<file path="src/rtl/step_sequencer_gen.sv">
// Clock divider (period = speed * CLKS_PER_UNIT cycles) driving a step index with up/down/ping-pong/hold modes.
// Latency: all outputs registered; tick/wrap appear in the same cycle as the new step_out, P cycles after clear.
// Backpressure: none; en=0 freezes divider and step, speed=0 parks the divider. STEP_SEQ_PINGPONG_EN enables mode 10.
module step_sequencer_gen #(
  parameter int SPEED_W       = 9,
  parameter int CLKS_PER_UNIT = 1000000,
  parameter int DIV_W         = 30,
  parameter int STEP_W        = 4
) (
  input  logic              clk,
  input  logic              rst,
  input  logic              en,
  input  logic              clear,
  input  logic [SPEED_W-1:0] speed,
  input  logic [STEP_W-1:0] step_max,
  input  logic [1:0]        mode,
  output logic [DIV_W-1:0]  freq_div,
  output logic [STEP_W-1:0] step_out,
  output logic              tick,
  output logic              wrap,
  output logic              dir
);

  localparam logic [1:0] MODE_UP   = 2'b00;
  localparam logic [1:0] MODE_DOWN = 2'b01;
  localparam logic [1:0] MODE_PP   = 2'b10;
  localparam logic [1:0] MODE_HOLD = 2'b11;

  // One extra bit so the period product and its comparison never truncate.
  localparam int              PW   = DIV_W + 1;
  localparam logic [PW-1:0]   UNIT = PW'(CLKS_PER_UNIT);

  logic [PW-1:0]     period;
  logic              speed_zero;
  logic              terminal;
  logic [1:0]        mode_eff;
  logic [STEP_W-1:0] step_inc;
  logic [STEP_W-1:0] step_dec;
  logic              at_or_above;
  logic              above;
  logic              max_zero;
  logic [STEP_W-1:0] adv_step;
  logic              adv_dir;
  logic              adv_wrap;

  assign period     = PW'(speed) * UNIT;
  assign speed_zero = (speed == '0);
  // >= rather than == so a speed decrease mid-count ends the period at the next edge.
  assign terminal   = ({1'b0, freq_div} >= (period - PW'(1)));

  assign step_inc    = step_out + STEP_W'(1);
  assign step_dec    = step_out - STEP_W'(1);
  assign at_or_above = (step_out >= step_max);
  assign above       = (step_out > step_max);
  assign max_zero    = (step_max == '0);

`ifdef STEP_SEQ_PINGPONG_EN
  assign mode_eff = mode;
`else
  // Without ping-pong support, mode 10 is simply another name for up.
  assign mode_eff = (mode == MODE_PP) ? MODE_UP : mode;
`endif

  // Next step/dir/wrap for an advancing edge, chosen by the mode in force at that edge.
  always_comb begin
    adv_step = step_out;
    adv_dir  = dir;
    adv_wrap = 1'b0;
    if (max_zero && (mode_eff != MODE_HOLD)) begin
      // One-step sequence: every tick completes it; ping-pong stays ascending.
      adv_step = '0;
      adv_wrap = 1'b1;
      adv_dir  = (mode_eff != MODE_DOWN);
    end else begin
      case (mode_eff)
        MODE_UP: begin
          adv_dir = 1'b1;
          if (at_or_above) begin
            adv_step = '0;
            adv_wrap = 1'b1;
          end else begin
            adv_step = step_inc;
          end
        end
        MODE_DOWN: begin
          adv_dir = 1'b0;
          if ((step_out == '0) || above) begin
            adv_step = step_max;
            adv_wrap = 1'b1;
          end else begin
            adv_step = step_dec;
          end
        end
`ifdef STEP_SEQ_PINGPONG_EN
        MODE_PP: begin
          if (dir) begin
            // Ascending leg saturates at step_max and turns around there.
            if (at_or_above) begin
              adv_step = step_max;
              adv_dir  = 1'b0;
            end else begin
              adv_step = step_inc;
              if (step_inc == step_max) begin
                adv_dir = 1'b0;
              end
            end
          end else begin
            // Descending leg: an out-of-range step snaps to step_max first.
            if (above) begin
              adv_step = step_max;
            end else begin
              adv_step = step_dec;
              if (step_dec == '0) begin
                adv_dir  = 1'b1;
                adv_wrap = 1'b1;
              end
            end
          end
        end
`endif
        default: begin
          // Hold: step and direction frozen, tick still pulses.
          adv_step = step_out;
          adv_dir  = dir;
          adv_wrap = 1'b0;
        end
      endcase
    end
  end

  // Divider, step register and strobes; clear outranks en, en=0 freezes everything.
  always_ff @(posedge clk or posedge rst) begin
    if (rst) begin
      freq_div <= '0;
      step_out <= '0;
      tick     <= 1'b0;
      wrap     <= 1'b0;
      dir      <= 1'b1;
    end else if (clear) begin
      freq_div <= '0;
      step_out <= (mode == MODE_DOWN) ? step_max : '0;
      tick     <= 1'b0;
      wrap     <= 1'b0;
      dir      <= 1'b1;
    end else if (!en) begin
      tick <= 1'b0;
      wrap <= 1'b0;
    end else if (speed_zero) begin
      freq_div <= '0;
      tick     <= 1'b0;
      wrap     <= 1'b0;
    end else if (terminal) begin
      freq_div <= '0;
      step_out <= adv_step;
      dir      <= adv_dir;
      tick     <= 1'b1;
      wrap     <= adv_wrap;
    end else begin
      freq_div <= freq_div + DIV_W'(1);
      tick     <= 1'b0;
      wrap     <= 1'b0;
    end
  end

endmodule

</file>
<file path="config.mk">
export PLATFORM = sky130hd
export DESIGN_NAME = step_sequencer_gen
export DESIGN_NICKNAME = d
export VERILOG_FILES = /design/src/rtl/step_sequencer_gen.sv
export SDC_FILE = /design/constraint.sdc
export NUM_CORES = 1
export LEC_CHECK = 0
export CAP_MARGIN = 5
export CORE_ASPECT_RATIO = 1.2
export CORE_MARGIN = 2
export CORE_UTILIZATION = 25
export CTS_CLUSTER_SIZE = 28
export DETAILED_ROUTE_END_ITERATION = 8
export HOLD_SLACK_MARGIN = 0.05
export SKIP_CTS_REPAIR_TIMING = 1
export SLEW_MARGIN = 10
export SYNTH_ARGS = -nofsm -noshare
export SYNTH_HDL_FRONTEND = slang
export SYNTH_SLANG_ARGS = --single-unit
export TNS_END_PERCENT = 5
</file>
<file path="constraint.sdc">
create_clock -name clk -period 8.2 [get_ports clk]
set_clock_uncertainty 0.05 [all_clocks]
set_input_delay 2.05 -clock clk [delete_from_list [all_inputs] [get_ports clk]]
set_output_delay 2.05 -clock clk [all_outputs]
set_load 0.005 [all_outputs]
</file>
==> impl_metrics.prom <==
# TYPE chip_impl_metric gauge
chip_impl_metric{name="io_pins",unit=""} 56
chip_impl_info{name="worst_reg2reg_path_startpoint",value="freq_div[8]"} 1
chip_impl_metric{name="synth_cells",unit=""} 667
chip_impl_metric{name="worst_case_setup_margin_in_the_final_layout",unit="ns"} 0.3601
chip_impl_metric{name="maximum_fanout_along_the_worst_path",unit=""} 7
chip_impl_metric{name="worst_setup_slack_for_register_to_register_paths",unit="ns"} 5.26
chip_impl_metric{name="net_switching_share_of_the_total_power",unit="%"} 43.68
chip_impl_metric{name="area_of_the_die",unit="sq um"} 23690
chip_impl_metric{name="grt_max_degree",unit=""} 38
chip_impl_metric{name="final_nets",unit=""} 921
chip_impl_metric{name="finalCriticalPeriod",unit="ns"} 7.840
chip_impl_metric{name="crit_required",unit="ns"} 8.33
chip_impl_metric{name="cts_max_path_buffers",unit=""} 2
chip_impl_metric{name="ys_seq_elements",unit=""} 37
chip_impl_info{name="worstSetupEndpointType",value="flop"} 1
chip_impl_metric{name="netSwitchingPower",unit="uW"} 706.8
chip_impl_metric{name="globalRouteTotalUtil",unit="%"} 12.36
chip_impl_metric{name="cts_buffers",unit=""} 5
chip_impl_metric{name="setup_viol_count_final",unit=""} 0
chip_impl_metric{name="grt_pass1_vias",unit=""} 5105
chip_impl_metric{name="cts.sink_count",unit=""} 37
chip_impl_metric{name="synthesis.nets",unit=""} 805
chip_impl_metric{name="post-route-drc-count",unit=""} 0
chip_impl_info{name="slowest_stage",value="sky130_fd_sc_hd__fa_1"} 1
chip_impl_metric{name="slew-limit-headroom",unit="%"} 53.27
chip_impl_info{name="critPathLaunchType",value="primary input"} 1
chip_impl_metric{name="drt_iter0_drc",unit=""} 271
chip_impl_info{name="clock_tree.root_cell",value="sky130_fd_sc_hd__clkbuf_16"} 1
chip_impl_info{name="critical_path.reg2reg.endpoint",value="step_out[0]"} 1
chip_impl_metric{name="ys_types",unit=""} 77
chip_impl_info{name="cts_tree",value="built"} 1
chip_impl_metric{name="die_w",unit="microns"} 140.8
chip_impl_metric{name="final.period_utilization",unit="%"} 95.61
chip_impl_metric{name="number_of_antenna_violations_at_the_first_check_in_global_routing",unit=""} 0
chip_impl_metric{name="hold_violations",unit=""} 0
chip_impl_metric{name="static-leakage-power",unit="nW"} 3.329
chip_impl_metric{name="grt_pass1_wl",unit="mm"} 24.54
chip_impl_metric{name="cellInternalPower",unit="uW"} 911.1
chip_impl_info{name="critPathTopFamily",value="adder cells"} 1
chip_impl_metric{name="power_density_relative_to_cell_area",unit="nW/um^2"} 222.0
chip_impl_metric{name="area_delta_synth_final",unit="%"} 29.73
chip_impl_info{name="synth_ff_type",value="sky130_fd_sc_hd__dfrtp_1"} 1
chip_impl_metric{name="peak_clock_frequency_supported_by_timing",unit="GHz"} 0.1276
chip_impl_info{name="critPathKind",value="primary input to flop"} 1
chip_impl_metric{name="ys_async_sr_fraction",unit="%"} 100.0
chip_impl_metric{name="wl_per_cell",unit="microns"} 14.06
chip_impl_metric{name="clock_tree.htree_level_count",unit=""} 2
chip_impl_metric{name="hold_path_depth",unit=""} 2
chip_impl_metric{name="cpPeakStageDelay",unit="ns"} 0.53
chip_impl_metric{name="post-route-util",unit="%"} 32.80
chip_impl_metric{name="drive_gt1_share",unit="%"} 16.07
chip_impl_metric{name="p_seq_share",unit="%"} 12.4
chip_impl_metric{name="cts.reportedPaths.clkPinSlew",unit="ns"} 0.06
chip_impl_metric{name="postPlaceCellArea",unit="sq um"} 6958
chip_impl_metric{name="routed_wirelength",unit="mm"} 14.95
chip_impl_metric{name="avg_cell_area_syn",unit="sq um"} 8.423
chip_impl_info{name="critical_path.most_common_cell",value="sky130_fd_sc_hd__inv_1"} 1
chip_impl_info{name="outcome",value="finished, final reports clean"} 1
chip_impl_metric{name="clock_latency",unit="ns"} 0.29
chip_impl_metric{name="dr_total_vias",unit=""} 5191
chip_impl_metric{name="p_total",unit="mW"} 1.618
chip_impl_metric{name="postLayoutCellArea",unit="sq um"} 7288
chip_impl_info{name="hold_path.class",value="flop to flop"} 1
chip_impl_metric{name="place_hpwl",unit="mm"} 12.15
chip_impl_metric{name="grt.overflow.total",unit=""} 0
chip_impl_metric{name="place.port_buffers",unit=""} 55
chip_impl_metric{name="combinational_fraction_of_design_power",unit="%"} 73.4
chip_impl_metric{name="synth_sequential_area_ratio",unit="%"} 16.50
chip_impl_metric{name="synth-edff-count",unit=""} 0
chip_impl_metric{name="worstMarginPinSlew",unit="ns"} 0.6949
chip_impl_info{name="hold_path_startpoint",value="dir"} 1
chip_impl_metric{name="ff2ff_path_depth",unit=""} 10
chip_impl_info{name="worst_hold_path.endpoint",value="dir"} 1
chip_impl_metric{name="synth.yosys.warnings",unit=""} 0
chip_impl_metric{name="drt-vias-per-instance",unit=""} 4.883
chip_impl_metric{name="worst-path-buf-inv",unit=""} 7
chip_impl_metric{name="netlist_area",unit="sq um"} 5618
chip_impl_metric{name="n_antenna_cell",unit=""} 0
chip_impl_metric{name="gpl.final_weighted_congestion",unit=""} 0.8884
chip_impl_metric{name="initial_core_util",unit="%"} 25.28
chip_impl_metric{name="timing.hold.ws",unit="ns"} 0.4863
chip_impl_metric{name="fp-row-count",unit=""} 60
chip_impl_metric{name="worst-path-stages",unit=""} 28
chip_impl_metric{name="crit_arrival",unit="ns"} 7.97
chip_impl_metric{name="final_antenna_net_count",unit=""} 0
chip_impl_metric{name="drtPass1Iterations",unit=""} 4
chip_impl_metric{name="report.final.slew_viol_count",unit=""} 0
chip_impl_metric{name="p_clk_share",unit="%"} 14.2
chip_impl_metric{name="place_worst_setup_slack",unit="ns"} -0.2614
chip_impl_metric{name="fillers",unit=""} 2314
chip_impl_metric{name="irDropWorstVdd",unit="uV"} 138.8
chip_impl_metric{name="die_h",unit="microns"} 168.2
chip_impl_metric{name="maxCapViolations",unit=""} 0
chip_impl_metric{name="fp.coreArea",unit="sq um"} 22220
sequential cells by signal, indices dropped and copies added (netlist names):
signal / flops
freq_div: 30
step_out: 4
dir: 1
tick: 1
wrap: 1
synth_stat cells, types with 4 or more instances:
cell	count	area [sq um]
sky130_fd_sc_hd__mux2i_1	8	80.08
sky130_fd_sc_hd__nand4_1	16	100.1
sky130_fd_sc_hd__fa_1	21	420.4
sky130_fd_sc_hd__nor2_1	39	146.4
sky130_fd_sc_hd__o211ai_2	5	62.56
sky130_fd_sc_hd__xnor2_1	25	219.0
sky130_fd_sc_hd__xor2_1	15	131.4
sky130_fd_sc_hd__o21ai_0	12	60.06
sky130_fd_sc_hd__nand3_1	45	225.2
sky130_fd_sc_hd__dfrtp_1	36	900.9
sky130_fd_sc_hd__and2_1	12	75.07
sky130_fd_sc_hd__clkbuf_1	11	41.29
sky130_fd_sc_hd__o21ai_1	6	30.03
sky130_fd_sc_hd__o21a_1	6	45.04
sky130_fd_sc_hd__nor3_1	16	80.08
sky130_fd_sc_hd__inv_1	57	214.0
sky130_fd_sc_hd__nand2b_1	6	37.54
sky130_fd_sc_hd__and3_1	11	68.82
sky130_fd_sc_hd__a21oi_1	25	125.1
sky130_fd_sc_hd__ha_1	98	1226
sky130_fd_sc_hd__a211oi_1	4	30.03
sky130_fd_sc_hd__nand2_1	71	266.5
sky130_fd_sc_hd__a21o_1	10	75.07
sky130_fd_sc_hd__a211o_1	4	35.03
sky130_fd_sc_hd__a31oi_1	12	75.07
sky130_fd_sc_hd__nor2b_1	10	62.56
sky130_fd_sc_hd__nor4_1	6	37.54
sky130_fd_sc_hd__a31o_2	4	35.03
logic make-up after synthesis:
| family | share of synthesized area [%] |
|---|---|
| xor+xnor | 6.526 |
| mux | 2.027 |
| flops | 16.50 |
| buf+inv | 5.858 |
| simple gates | 22.70 |
| compound gates | 17.08 |
| fa+ha+maj | 29.31 |
power by group through the flow:
stage	Combinational, mW	Clock [mW]	Sequential, mW
finish	1.19	0.229	0.201
global route	1.32	0.241	0.203
CTS	1.11	0.235	0.201
detailed placement	1.10	0	0.204
global placement	1.09	0	0.204
floorplan	0.714	0	0.199
worst max-delay path by stage:
stage / start / endpoint / slack (ns)
after floorplan: speed[3] / freq_div[15] / 0.18
after global placement: speed[3] / step_out[1] / -0.13
final: speed[3] / freq_div[13] / 0.36
after CTS: speed[3] / step_out[1] / 0.06
after global routing: speed[3] / step_out[2] / -0.02
after detailed placement: speed[3] / step_out[1] / -0.26
final cells by class:
class	count	area, sq um	area share [%]
Clock buffer	6	138.9	1.906
Multi-Input combinational cell	555	4501	61.75
Sequential cell	37	927.1	12.72
Timing Repair Buffer	127	1121	15.38
Inverter	57	214.0	2.936
Tap cell	279	349.1	4.790
Clock inverter	2	37.54	0.5150
cells in the final DEF (no fill, tap or decap), types with 4 or more instances in the layout:
| cell type | Yosys | layout |
|---|---|---|
| sky130_fd_sc_hd__a211o_1 | 4 | 4 |
| sky130_fd_sc_hd__a211oi_2 | 2 | 4 |
| sky130_fd_sc_hd__a21o_1 | 10 | 10 |
| sky130_fd_sc_hd__a21oi_1 | 25 | 24 |
| sky130_fd_sc_hd__a31o_2 | 4 | 4 |
| sky130_fd_sc_hd__a31oi_1 | 12 | 11 |
| sky130_fd_sc_hd__and2_1 | 12 | 10 |
| sky130_fd_sc_hd__and3_1 | 11 | 10 |
| sky130_fd_sc_hd__buf_4 | 3 | 70 |
| sky130_fd_sc_hd__clkbuf_16 | 0 | 5 |
| sky130_fd_sc_hd__clkdlybuf4s50_1 | 0 | 53 |
| sky130_fd_sc_hd__dfrtp_1 | 36 | 36 |
| sky130_fd_sc_hd__fa_1 | 21 | 21 |
| sky130_fd_sc_hd__ha_1 | 98 | 97 |
| sky130_fd_sc_hd__inv_1 | 57 | 57 |
| sky130_fd_sc_hd__mux2i_1 | 8 | 8 |
| sky130_fd_sc_hd__nand2_1 | 71 | 71 |
| sky130_fd_sc_hd__nand2b_1 | 6 | 5 |
| sky130_fd_sc_hd__nand3_1 | 45 | 43 |
| sky130_fd_sc_hd__nand4_1 | 16 | 16 |
| sky130_fd_sc_hd__nor2_1 | 39 | 37 |
| sky130_fd_sc_hd__nor2b_1 | 10 | 10 |
| sky130_fd_sc_hd__nor3_1 | 16 | 15 |
| sky130_fd_sc_hd__nor4_1 | 6 | 6 |
| sky130_fd_sc_hd__o211ai_2 | 5 | 5 |
| sky130_fd_sc_hd__o21a_1 | 6 | 6 |
| sky130_fd_sc_hd__o21ai_0 | 12 | 10 |
| sky130_fd_sc_hd__o21ai_1 | 6 | 8 |
| sky130_fd_sc_hd__xnor2_1 | 25 | 23 |
| sky130_fd_sc_hd__xor2_1 | 15 | 14 |
worst reg2reg max path, stage by stage (launching register included):
cell                        delay [ns]
sky130_fd_sc_hd__dfrtp_1          0.47
sky130_fd_sc_hd__ha_1             0.34
sky130_fd_sc_hd__a21o_1           0.16
sky130_fd_sc_hd__a21o_1           0.17
sky130_fd_sc_hd__a211o_1          0.29
sky130_fd_sc_hd__a21oi_1          0.27
sky130_fd_sc_hd__o2111ai_1        0.20
sky130_fd_sc_hd__and2_4           0.20
sky130_fd_sc_hd__a2bb2oi_1        0.19
sky130_fd_sc_hd__nand3_2          0.15
sky130_fd_sc_hd__a221o_1          0.33
per-stage QoR:
| step | setup TNS [ns] | std cells |
|---|---|---|
| 6_report | 0 | 1063 |
| 5_1_grt | -0.05168 | 1063 |
| 4_1_cts | 0 | 1060 |
| 3_5_place_dp | -5.345 | 1052 |
| 3_3_place_gp | -1.642 | 1052 |
| 2_1_floorplan | 0 | 667 |
routing by layer:
metal | vias to the layer above | wire length [microns] | track usage, %
met4 | 0 | 453 | 4.652
met1 | 2445 | 6706 | 15.78
met3 | 22 | 392 | 0.9954
li1 | 2637 | - | -
met2 | 87 | 7393 | 21.70
met5 | - | 0 | 0
No activity file was read; power rests on OpenSTA's default activity.
